[src/rtl/pe_net_seq_if.sv]
// Stream-side handshake bundle feeding the PE-array sequencer: the weight
// stream and the pixel stream, each a valid/ready pair with a row-wide payload.
interface pe_net_seq_if #(
   parameter int ROW_SIZE = 4,
   parameter int N        = 4,
   parameter int M        = 2
);
   logic                  w_s_valid;
   logic                  w_s_ready;
   logic [ROW_SIZE*M-1:0] w_s_data;
   logic                  px_valid;
   logic                  px_ready;
   logic [ROW_SIZE*N-1:0] px_data;

   modport master (
      output w_s_valid, w_s_data, px_valid, px_data,
      input  w_s_ready, px_ready
   );

   modport slave (
      input  w_s_valid, w_s_data, px_valid, px_data,
      output w_s_ready, px_ready
   );
endinterface

[src/rtl/pe_net_seq.sv]
// PE-array sequencer: loads kernel weights into the w_conf chain, issues the
// control strobe, streams a LINES x PIX frame into the rows, then drains.
//
// state  | meaning
// IDLE   | waiting for cfg_start; config outputs held at zero
// WLOAD  | accepting KERNEL*KERNEL weight beats into the w_conf chain
// CCONF  | single cycle; cntl_conf issued, config outputs already live
// STREAM | accepting LINES*PIX pixel beats into the array rows
// DRAIN  | DRAIN-cycle wait for the array pipeline, then done pulse
module pe_net_seq #(
   parameter int ROW_SIZE = 4,
   parameter int N        = 4,
   parameter int M        = 2,
   parameter int CL_IN    = 4,
   parameter int CL1      = 2,
   parameter int KERNEL   = 3,
   parameter int LINES    = 16,
   parameter int PIX      = 16,
   parameter int DRAIN    = 8,
   parameter int CW       = 16
) (
   input  logic                      clk,
   input  logic                      rst,
   input  logic                      cfg_start,
   input  logic                      abort,
   input  logic [ROW_SIZE-1:0]       cfg_row_en,
   input  logic [ROW_SIZE*CL_IN-1:0] cfg_d_ch,
   input  logic [ROW_SIZE*CL_IN-1:0] cfg_bp_ch,
   input  logic [ROW_SIZE*CL1-1:0]   cfg_bp_src,
   pe_net_seq_if.slave               strm,
   output logic                      w_conf,
   output logic [ROW_SIZE*M-1:0]     w_in,
   output logic                      cntl_conf,
   output logic [ROW_SIZE*CL_IN-1:0] d_ch_in,
   output logic [ROW_SIZE*CL_IN-1:0] bp_ch_in,
   output logic [ROW_SIZE*CL1-1:0]   bp_src_in,
   output logic [ROW_SIZE*N-1:0]     d_in,
   output logic [ROW_SIZE-1:0]       en_in,
   input  logic [ROW_SIZE-1:0]       arr_en_out,
   output logic                      busy,
   output logic                      line_end,
   output logic                      done,
   output logic [CW-1:0]             res_cnt
);
   localparam int WBEATS = KERNEL * KERNEL;
   localparam int WCW    = $clog2(WBEATS + 1);
   localparam int PCW    = $clog2(PIX + 1);
   localparam int LCW    = $clog2(LINES + 1);
   localparam int DCW    = $clog2(DRAIN + 1);
   localparam logic [WCW-1:0] W_LAST = WCW'(WBEATS - 1);
   localparam logic [PCW-1:0] P_LAST = PCW'(PIX - 1);
   localparam logic [LCW-1:0] L_LAST = LCW'(LINES - 1);
   localparam logic [DCW-1:0] D_LAST = DCW'(DRAIN - 1);

   typedef enum logic [2:0] {
      S_IDLE, S_WLOAD, S_CCONF, S_STREAM, S_DRAIN
   } state_t;

   state_t state_q, state_d;

   logic [WCW-1:0] wcnt;
   logic [PCW-1:0] pix_cnt;
   logic [LCW-1:0] line_cnt;
   logic [DCW-1:0] dcnt;

   logic [ROW_SIZE-1:0]       sh_row_en;
   logic [ROW_SIZE*CL_IN-1:0] sh_d_ch;
   logic [ROW_SIZE*CL_IN-1:0] sh_bp_ch;
   logic [ROW_SIZE*CL1-1:0]   sh_bp_src;

   logic w_acc, px_acc, w_last, px_last, pix_wrap, counting;

   // Only row 0 output enables feed the result counter; other rows are ignored.
   logic unused_arr;
   assign unused_arr = ^arr_en_out;

   assign strm.w_s_ready = (state_q == S_WLOAD);
   assign strm.px_ready  = (state_q == S_STREAM);
   assign busy           = (state_q != S_IDLE);

   assign w_acc    = strm.w_s_valid && (state_q == S_WLOAD);
   assign px_acc   = strm.px_valid  && (state_q == S_STREAM);
   assign w_last   = (wcnt == W_LAST);
   assign pix_wrap = (pix_cnt == P_LAST);
   assign px_last  = pix_wrap && (line_cnt == L_LAST);
   assign counting = (state_q == S_STREAM) || (state_q == S_DRAIN);

   // State register.
   always_ff @(posedge clk or negedge rst) begin
      if (!rst) state_q <= S_IDLE;
      else      state_q <= state_d;
   end

   // Next-state decode; abort overrides every transition, including start.
   always_comb begin
      state_d = state_q;
      case (state_q)
         S_IDLE:   if (cfg_start) state_d = S_WLOAD;
         S_WLOAD:  if (w_acc && w_last) state_d = S_CCONF;
         S_CCONF:  state_d = S_STREAM;
         S_STREAM: if (px_acc && px_last) state_d = S_DRAIN;
         S_DRAIN:  if (dcnt == '0) state_d = S_IDLE;
         default:  state_d = S_IDLE;
      endcase
      if (abort) state_d = S_IDLE;
   end

   // Datapath: shadow config, beat/pixel counters, drain timer and array outputs.
   always_ff @(posedge clk or negedge rst) begin
      if (!rst) begin
         wcnt      <= '0;
         pix_cnt   <= '0;
         line_cnt  <= '0;
         dcnt      <= '0;
         sh_row_en <= '0;
         sh_d_ch   <= '0;
         sh_bp_ch  <= '0;
         sh_bp_src <= '0;
         w_conf    <= 1'b0;
         w_in      <= '0;
         cntl_conf <= 1'b0;
         d_ch_in   <= '0;
         bp_ch_in  <= '0;
         bp_src_in <= '0;
         d_in      <= '0;
         en_in     <= '0;
         line_end  <= 1'b0;
         done      <= 1'b0;
         res_cnt   <= '0;
      end else begin
         w_conf    <= 1'b0;
         cntl_conf <= 1'b0;
         en_in     <= '0;
         line_end  <= 1'b0;
         done      <= 1'b0;
         if (!abort) begin
            case (state_q)
               S_IDLE: if (cfg_start) begin
                  sh_row_en <= cfg_row_en;
                  sh_d_ch   <= cfg_d_ch;
                  sh_bp_ch  <= cfg_bp_ch;
                  sh_bp_src <= cfg_bp_src;
                  res_cnt   <= '0;
                  wcnt      <= '0;
                  pix_cnt   <= '0;
                  line_cnt  <= '0;
               end
               S_WLOAD: if (w_acc) begin
                  w_conf <= 1'b1;
                  w_in   <= strm.w_s_data;
                  wcnt   <= wcnt + WCW'(1);
                  // Config goes live together with the CCONF state.
                  if (w_last) begin
                     d_ch_in   <= sh_d_ch;
                     bp_ch_in  <= sh_bp_ch;
                     bp_src_in <= sh_bp_src;
                  end
               end
               S_CCONF: cntl_conf <= 1'b1;
               S_STREAM: if (px_acc) begin
                  d_in     <= strm.px_data;
                  en_in    <= sh_row_en;
                  line_end <= pix_wrap;
                  if (pix_wrap) begin
                     pix_cnt  <= '0;
                     line_cnt <= line_cnt + LCW'(1);
                  end else begin
                     pix_cnt <= pix_cnt + PCW'(1);
                  end
                  if (px_last) dcnt <= D_LAST;
               end
               S_DRAIN: begin
                  if (dcnt == '0) done <= 1'b1;
                  else            dcnt <= dcnt - DCW'(1);
               end
               default: ;
            endcase
         end
         if ((state_d == S_IDLE) && (state_q != S_IDLE)) begin
            d_ch_in   <= '0;
            bp_ch_in  <= '0;
            bp_src_in <= '0;
         end
         if (counting && arr_en_out[0] && (res_cnt != {CW{1'b1}}))
            res_cnt <= res_cnt + CW'(1);
      end
   end
endmodule

[src/flat_wrapper.sv]
// flat-port wrapper written by rule: the top's interface ports become plain ports
module pe_net_seq_flat 
#(
   parameter int ROW_SIZE = 4,
   parameter int N        = 4,
   parameter int M        = 2,
   parameter int CL_IN    = 4,
   parameter int CL1      = 2,
   parameter int KERNEL   = 3,
   parameter int LINES    = 16,
   parameter int PIX      = 16,
   parameter int DRAIN    = 8,
   parameter int CW       = 16
)
  (clk, rst, cfg_start, abort, cfg_row_en, cfg_d_ch, cfg_bp_ch, cfg_bp_src, w_conf, w_in, cntl_conf, d_ch_in, bp_ch_in, bp_src_in, d_in, en_in, arr_en_out, busy, line_end, done, res_cnt, strm_w_s_valid, strm_w_s_data, strm_px_valid, strm_px_data, strm_w_s_ready, strm_px_ready);
  pe_net_seq_if #(.ROW_SIZE(ROW_SIZE), .N(N), .M(M)) strm_i ();
  input  logic clk;
  input  logic rst;
  input  logic cfg_start;
  input  logic abort;
  input  logic [ROW_SIZE-1:0] cfg_row_en;
  input  logic [ROW_SIZE*CL_IN-1:0] cfg_d_ch;
  input  logic [ROW_SIZE*CL_IN-1:0] cfg_bp_ch;
  input  logic [ROW_SIZE*CL1-1:0] cfg_bp_src;
  output logic w_conf;
  output logic [ROW_SIZE*M-1:0] w_in;
  output logic cntl_conf;
  output logic [ROW_SIZE*CL_IN-1:0] d_ch_in;
  output logic [ROW_SIZE*CL_IN-1:0] bp_ch_in;
  output logic [ROW_SIZE*CL1-1:0] bp_src_in;
  output logic [ROW_SIZE*N-1:0] d_in;
  output logic [ROW_SIZE-1:0] en_in;
  input  logic [ROW_SIZE-1:0] arr_en_out;
  output logic busy;
  output logic line_end;
  output logic done;
  output logic [CW-1:0] res_cnt;
  input wire logic [$bits(strm_i.w_s_valid)-1:0] strm_w_s_valid;
  input wire logic [$bits(strm_i.w_s_data)-1:0] strm_w_s_data;
  input wire logic [$bits(strm_i.px_valid)-1:0] strm_px_valid;
  input wire logic [$bits(strm_i.px_data)-1:0] strm_px_data;
  output wire logic [$bits(strm_i.w_s_ready)-1:0] strm_w_s_ready;
  output wire logic [$bits(strm_i.px_ready)-1:0] strm_px_ready;
  assign strm_i.w_s_valid = strm_w_s_valid;
  assign strm_i.w_s_data = strm_w_s_data;
  assign strm_i.px_valid = strm_px_valid;
  assign strm_i.px_data = strm_px_data;
  assign strm_w_s_ready = strm_i.w_s_ready;
  assign strm_px_ready = strm_i.px_ready;
  pe_net_seq #(.ROW_SIZE(ROW_SIZE), .N(N), .M(M), .CL_IN(CL_IN), .CL1(CL1), .KERNEL(KERNEL), .LINES(LINES), .PIX(PIX), .DRAIN(DRAIN), .CW(CW)) u_core (.clk(clk), .rst(rst), .cfg_start(cfg_start), .abort(abort), .cfg_row_en(cfg_row_en), .cfg_d_ch(cfg_d_ch), .cfg_bp_ch(cfg_bp_ch), .cfg_bp_src(cfg_bp_src), .strm(strm_i), .w_conf(w_conf), .w_in(w_in), .cntl_conf(cntl_conf), .d_ch_in(d_ch_in), .bp_ch_in(bp_ch_in), .bp_src_in(bp_src_in), .d_in(d_in), .en_in(en_in), .arr_en_out(arr_en_out), .busy(busy), .line_end(line_end), .done(done), .res_cnt(res_cnt));
endmodule
[config.mk]
export PLATFORM = sky130hd
export DESIGN_NAME = pe_net_seq_flat
export DESIGN_NICKNAME = d
export VERILOG_FILES = /design/src/rtl/pe_net_seq_if.sv /design/src/rtl/pe_net_seq.sv /design/src/flat_wrapper.sv
export SDC_FILE = /design/constraint.sdc
export NUM_CORES = 1
export LEC_CHECK = 0
export BUFFER_PORTS_ARGS = -buffer_cell sky130_fd_sc_hd__buf_2
export CORE_MARGIN = 1
export CORE_UTILIZATION = 57
export CTS_BUF_LIST = sky130_fd_sc_hd__clkbuf_8
export DETAILED_ROUTE_END_ITERATION = 12
export PLACE_DENSITY = 0.88
export RECOVER_POWER = 25
export SLEW_MARGIN = 40
export SYNTH_ARGS = -nofsm -noshare
export SYNTH_HDL_FRONTEND = slang
export SYNTH_SLANG_ARGS = --single-unit
[constraint.sdc]
create_clock -name clk -period 6.1 [get_ports clk]
set_clock_uncertainty 0.1 [all_clocks]
set_input_delay 1.22 -clock clk [delete_from_list [all_inputs] [get_ports clk]]
set_output_delay 1.22 -clock clk [all_outputs]
set_load 0.1 [all_outputs]
==> key figures, run 1 <==
Critical path
  – CP arrival: 3.81 ns
  – CP cell instances: clkbuf_1, clkbuf_2
  – Crit path launch: rst
  – CP top delay family: buffers and inverters
  – R2R Path End: u_core.bp_ch_in[10]
  – Critical path endpoint: u_core.sh_bp_ch[11]
  – Worst path depth: 2
  – Worst reg2reg path depth: 5
  – Crit end category: async pin
  – Buffers & Inverters on Critical Path: 2
  – Reg-to-Reg Start: u_core.state_q[0]
  – CP max-delay cell: clkbuf_2
  – CP Max Fanout: 80
  – CP max stage delay: 1.55 ns
  – Setup crit start kind: input pin
  – Critical Path RT: 6.19 ns
  – Crit Path Class: input pin to async pin
  – Flop2flop setup slack: 3.41 ns

Place
  – Placed Instances: 920
  – Hpwl dp: 10,310 um
  – GPL Wtd Cong: 0.8520
  – Pre-CTS WS: 2.732 ns
  – Dpl cell area: 0.007569 sq mm
  – IO buf count: 165

Min path
  – Worst hold path type: flop to flop

Floorplan
  – I/O Pins: 169
  – Core area: 0.01137 sq mm
  – Die Wd: 109.9 um
  – Die area: 0.01208 sq mm
  – Row count: 39
  – Initial Utilization: 58.38%
  – Die Y-Extent: 109.9 um

Cells and area
  – Final cell count without fillers: 952
  – Share of cells above drive strength 1: 28.55%
  – Multi-input logic area: 0.002643 sq mm
  – Area occupied by registers: 0.003829 sq mm
  – Fill cells: 805
  – Final core utilization: 70.17%
  – Final net count: 883
  – Design area: 0.007978 sq mm
  – N_diodes: 0
  – Area Overhead vs Synth: 20.19%

GRT
  – Largest net degree at the start of global routing: 106
  – Grt ovf: 0
  – Global Route Usage Sum: 26.68%
  – First-pass GRT wire length: 24,310 um
  – Vias in the first global route: 5,190
  – Antenna violations before repair: 0

Timing
  – Setup violators final: 0
  – Fraction of the cycle the final worst path needs: 61.00%
  – Smallest setup slack after layout: 2.379 ns
  – Fin crit period: 3.721 ns
  – Fin. Hold Viols: 0
  – Unrepaired setup endpoints after global routing: false
  – Setup TNS: 0 ns
  – Max-slew violation count: 81
  – Max Freq: 268.7 MHz
  – Worst Tran Pin Value: 1.954 ns
  – Slew margin rel.: -30.24%

Clocking
  – Cts repair resizes: 0
  – CTS tree: done
  – # clock sinks: 153
  – Clk_lat worst skew: 0.46 ns
  – Worst-path clk slew: 0.07 ns
  – CTS Buf Count: 17
  – H-tree Lvls: 4
  – Root Buffer: clkbuf_8
  – CTS hold repair buffers: 0
  – Clock Tree Buf Depth: 2
  – Setup bufs post-CTS: 0

Power
  – Sequential share of power: 50.7%
  – Gate power share: 14.3%
  – PwrDens: 278.8 mW/mm^2
  – Static leakage: 4.179 nW
  – Sw Ratio: 28.88%
  – Worst vdd ir: 0.2636 mV
  – Clock Power Share: 35.1%
  – P_sw: 0.6424 mW
  – Internal power: 1.582 mW

Logic synthesis
  – Syn. warnings: 0
  – Synth area leaders: dfrtp_1 (58%), nand2_1 (11%), mux2i_1 (6.2%)
  – FF+latch count, synth: 153
  – Post-Synthesis Cell Area: 0.006638 sq mm
  – Seq/Total Area, Yosys: 57.68%
  – Synth Instances: 640
  – Main synth FF type: dfrtp_1
  – Avg Cell Area, Syn: 10.37 sq um
  – Number of distinct library cells after synthesis: 61
  – Syn Nets: 725
  – Post-synth ARST share: 100.0%
  – Top-area cell type share of the netlist area: 57.68%
  – EDFF count, synth: 0
  – Top cell type by total area after synthesis: dfrtp_1

Drt
  – Antenna viol nets, final: 0
  – Drt wl/cell: 16.48 um
  – Post-Route WL: 15,690 um
  – Via Count: 5,411
  – Avg Vias per Cell: 5.684
  – Iteration-0 DRC Markers: 558
  – DR pass1 iterations: 6
  – Detailed-route DRC error count: 0

Run status
  – Failing checks: max-capacitance violations, max-slew violations
  – Outcome: complete, but fails checks

Run
  – Max cap viols: 1
[cell families after synthesis]
family	Yosys count	share of synthesized area, %
buf+inv	45	3.318
simple gates	283	19.57
flops	153	57.68
xor+xnor	4	0.5279
fa+ha+maj	7	1.319
mux	50	7.710
compound gates	98	9.878
[power groups by stage]
stage | registers (mW) | logic, mW | clock network [mW]
after floorplan | 1.26 | 0.101 | 0
after global placement | 1.14 | 0.309 | 0
after detailed placement | 1.14 | 0.320 | 0
after CTS | 1.13 | 0.321 | 0.791
after global routing | 1.13 | 0.343 | 0.833
final | 1.13 | 0.317 | 0.780
[tightest hold or removal path: stages, from the launching register on]
cell,delay [ns]
dfrtp_1,0.34
nand2_1,0.05
nand2_1,0.05
[routing by layer]
layer	vias up	part of all wire, %	global-route usage, %
met4	0	2.2	12.19
met3	31	5.8	6.995
li1	2519	-	-
met1	2665	42	33.20
met5	-	0	0
met2	196	50	43.66
[stage by stage]
step / hold WS [ns] / power, mW
3_3_place_gp: 0.3486 / 1.447
3_5_place_dp: 0.3550 / 1.465
6_report: 0.3710 / 2.224
4_1_cts: 0.3732 / 2.238
2_1_floorplan: 0.3374 / 1.363
5_1_grt: 0.3984 / 2.310
[flip-flops by register name, indices dropped and copies added (netlist names)]
signal / count
u_core.wcnt: 4
u_core.sh_bp_src: 8
u_core.sh_d_ch: 16
u_core.state_q: 3
u_core.bp_ch_in: 16
u_core.pix_cnt: 5
u_core.d_in: 16
u_core.done: 1
u_core.sh_bp_ch: 16
u_core.en_in: 4
u_core.res_cnt: 16
u_core.w_conf: 1
u_core.d_ch_in: 16
u_core.bp_src_in: 8
u_core.line_cnt: 5
u_core.w_in: 8
u_core.sh_row_en: 4
u_core.cntl_conf: 1
u_core.line_end: 1
u_core.dcnt: 4
[cells in the mapped netlist (2+ instances only)]
cell	number
nand2_1	198
dfrtp_1	153
a21oi_1	43
mux2i_1	41
clkbuf_1	17
nand3_1	13
buf_2	11
nor3_1	11
and3_1	10
inv_1	10
mux2_2	9
o21ai_0	9
and2_1	7
ha_1	7
nor2_1	7
a221o_1	5
buf_6	5
nor4_1	5
or3_1	5
a31oi_1	4
nand4_1	4
nor3b_1	4
o21ai_1	4
a211o_1	3
a22o_1	3
o211ai_1	3
o311ai_1	3
o31ai_1	3
xor2_1	3
inv_2	2
nand4b_1	2
nor3b_2	2
o21a_1	2
o32a_1	2
o41ai_1	2
or2_1	2
or4_4	2
[final cells by class]
class | count | share of cell area (%)
clock inverter | 7 | 1.145
timing repair buffer | 172 | 10.96
inverter | 12 | 0.5646
multi-input combinational | 442 | 33.12
clock buffer | 23 | 3.968
sequential | 153 | 47.99
tap | 143 | 2.243
[worst min path at each step]
stage,start,endpoint,cells past startpoint
after floorplan,u_core.sh_row_en[0],u_core.sh_row_en[0],2
after global placement,u_core.sh_row_en[1],u_core.sh_row_en[1],2
after detailed placement,u_core.sh_row_en[3],u_core.sh_row_en[3],2
after CTS,u_core.sh_row_en[3],u_core.sh_row_en[3],2
after global routing,u_core.sh_d_ch[7],u_core.sh_d_ch[7],2
final,u_core.sh_row_en[3],u_core.sh_row_en[3],2
[cell usage in the layout (no fill, tap or decap), types with 4 or more instances in the layout]
cell	instances
nand2_1	198
buf_2	164
dfrtp_1	153
a21oi_1	43
mux2i_1	41
clkbuf_8	23
nand3_1	12
inv_1	11
nor3_1	11
o21ai_0	9
mux2_2	9
and3_1	8
nor2_1	7
and2_1	7
ha_1	7
buf_4	6
or3_1	5
nor4_1	5
a221o_1	5
a31oi_1	4
o21ai_1	4
nand4_1	4
(Power assumes the default switching activity.)
==> run 2: changes to the inputs <==
--- a/config.mk
+++ b/config.mk
@@ -7,10 +7,10 @@
 export LEC_CHECK = 0
 export BUFFER_PORTS_ARGS = -buffer_cell sky130_fd_sc_hd__buf_2
 export CORE_MARGIN = 1
-export CORE_UTILIZATION = 57
+export CORE_UTILIZATION = 55
 export CTS_BUF_LIST = sky130_fd_sc_hd__clkbuf_8
 export DETAILED_ROUTE_END_ITERATION = 12
-export PLACE_DENSITY = 0.88
+export PLACE_DENSITY = 0.85
 export RECOVER_POWER = 25
 export SLEW_MARGIN = 40
 export SYNTH_ARGS = -nofsm -noshare
==> constraint.sdc (replaced) <==
create_clock -name clk -period 3.7 [get_ports clk]
set_clock_uncertainty 0.1 [all_clocks]
set_input_delay 0.74 -clock clk [delete_from_list [all_inputs] [get_ports clk]]
set_output_delay 0.74 -clock clk [all_outputs]
set_load 0.1 [all_outputs]
==> run 2 against run 1 <==
Against the previous run: the flow finishes with violations (design-rule violations); core utilization is 0.64 points lower; cell count is 0.42% higher; die area is 3.6% higher; clock power is 79% higher; power is 70% higher; critical path depth is 1 higher; routed wire length is 1.4% higher; critical endpoint is now strm_px_ready; largest power group unchanged.
==> key figures, run 2 (synthesis gave the netlist of run 1 again) <==
Cells and area
  – N_diodes: 0 (unchanged)
  – Final net count: 885 (+0.23%)
  – Area Overhead vs Synth: 21.13%
  – Most common cell after layout, fill and taps aside: nand2_1
  – Most frequent cells in the layout: nand2_1 (198), buf_2 (164), dfrtp_1 (153)
  – Share of cells above drive strength 1: 28.91% (+0.35 points)
  – Fill cells: 850 (+5.6%)

Timing
  – Fin. Hold Viols: 0 (unchanged)
  – Slew margin rel.: 5.290% (+36 points)
  – Setup violators final: 0 (unchanged)
  – Setup TNS: 0 ns (unchanged)
  – Worst Tran Pin Value: 1.421 ns (-0.5330 ns)
  – Fin crit period: 2.904 ns
  – Unrepaired setup endpoints after global routing: false
  – Fraction of the cycle the final worst path needs: 78.49%
  – Max Freq: 344.3 MHz
  – Max-slew violation count: 0 (-100%)
  – Smallest setup slack after layout: 0.7958 ns (-1.583 ns)

Run status
  – Failing checks: design-rule violations
  – Outcome: complete, but fails checks

Clocking
  – Clk_lat worst skew: 0.45 ns (about the same)
  – CTS hold repair buffers: 0 (unchanged)
  – Cts repair resizes: 0 (unchanged)
  – H-tree Lvls: 4 (unchanged)
  – CTS tree: done
  – Setup bufs post-CTS: 0 (unchanged)
  – Clock Tree Buf Depth: 2 (unchanged)
  – Worst-path clk slew: 0.08 ns (about the same)
  – Root Buffer: clkbuf_8
  – # clock sinks: 153 (unchanged)
  – CTS Buf Count: 17 (unchanged)

Floorplan
  – Die Wd: 111.9 um (+1.8%)
  – I/O Pins: 169 (unchanged)
  – Die Y-Extent: 111.9 um (+1.8%)
  – Core area: 0.01156 sq mm (+1.7%)
  – Initial Utilization: 57.39% (-0.99 points)
  – Row count: 39 (unchanged)
  – Die area: 0.01251 sq mm (+3.6%)

GRT
  – Global Route Usage Sum: 26.94% (+0.26 points)
  – First-pass GRT wire length: 26,590 um (+9.4%)
  – Antenna violations before repair: 0 (unchanged)
  – Largest net degree at the start of global routing: 63 (-41%)
  – Grt ovf: 0 (unchanged)
  – Vias in the first global route: 5,483 (+5.6%)

Drt
  – Antenna viol nets, final: 0 (unchanged)
  – Avg Vias per Cell: 5.821 (+2.4%)
  – Drt wl/cell: 16.64 um (+0.98%)
  – DR pass1 iterations: 9 (+3)
  – Via Count: 5,565 (+2.8%)
  – Detailed-route DRC error count: 6 (+6)
  – Iteration-0 DRC Markers: 373 (-33%)
  – Post-Route WL: 15,910 um (+1.4%)

Critical path
  – Reg-to-Reg Start: u_core.state_q[1]
  – Critical Path RT: 2.86 ns (-3.33 ns)
  – Crit Path Class: flop to output port
  – Crit path launch: u_core.state_q[1]
  – CP Max Fanout: 15 (-81%)
  – Crit end category: output port
  – CP arrival: 2.06 ns (-1.75 ns)
  – Setup crit start kind: flop

Place
  – Pre-CTS WS: 1.050 ns (-1.682 ns)
  – IO buf count: 165 (unchanged)
  – Hpwl dp: 10,570 um (+2.5%)
  – GPL Wtd Cong: 0.8290 (-2.7%)

Power
  – Worst vdd ir: 0.2883 mV (+9.4%)
  – PwrDens: 470.9 mW/mm^2 (+69%)
  – Static leakage: 4.225 nW (+1.1%)

Run
  – Max cap viols: 0 (-1)

Min path
  – Worst hold path type: input pin to async pin
[run 2: changes by cell type in the layout (fill, tap and decap cells not counted), sizes merged]
cell	previous run	this run
buf	170	173
bufinv	2	4
clkbuf	25	21
clkinv	1	4
clkinvlp	3	1
inv	13	15
[run 2: worst paths after layout]
path / slack [ns] / end / cells after the start
setup / recovery: 0.80 / strm_px_ready / 3
hold / removal: 0.15 / u_core.w_in[2] / 1
setup reg to reg: 1.16 / u_core.res_cnt[3] / 5
hold reg to reg: 0.37 / u_core.sh_row_en[3] / 2
max in group asynchronous: 1.56 / u_core.d_in[8] / 2
min in group clk: 0.37 / u_core.sh_row_en[3] / 2
[run 2: critical path, cell delays in order, from the launching register on]
cell and delay, ns:
dfrtp_1 0.71, nand3b_2 0.31, inv_2 0.16, buf_2 0.44
[run 2: routing by layer]
layer	vias to the layer above	wire, um	GRT usage (%)
met5	-	0	0
met4	0	382	12.16
met3	35	835	6.206
met2	220	8040	44.84
met1	2781	6651	33.62
li1	2529	-	-
[run 2: per-stage QoR]
| step | cells | util, % | hold WS, ns | cell area, sq um | power, mW |
|---|---|---|---|---|---|
| floorplan | 640 | - | 0.3374 | 6638 | 2.247 |
| global placement | 924 | 65.79 | 0.3517 | 7609 | 2.390 |
| detailed placement | 924 | 65.79 | 0.3541 | 7609 | 2.419 |
| CTS | 956 | 69.65 | 0.1702 | 8055 | 3.814 |
| global route | 956 | 69.52 | 0.1718 | 8040 | 3.933 |
| finish | 956 | 69.52 | 0.1476 | 8040 | 3.786 |
[run 2: final cells by class]
cell class | instances | area (sq um) | share of cell area, %
Tap cell | 143 | 178.9 | 2.225
Sequential cell | 153 | 3829 | 47.62
Timing Repair Buffer | 174 | 909.6 | 11.31
Clock buffer | 20 | 275.3 | 3.424
Inverter | 12 | 45.04 | 0.5602
Multi-Input combinational cell | 442 | 2631 | 32.73
Clock inverter | 12 | 171.4 | 2.132
[run 2: report_power, final]
group | internal, mW | switching, mW
registers | 1.79 | 0.0684
clock network | 0.786 | 0.616
logic | 0.125 | 0.403
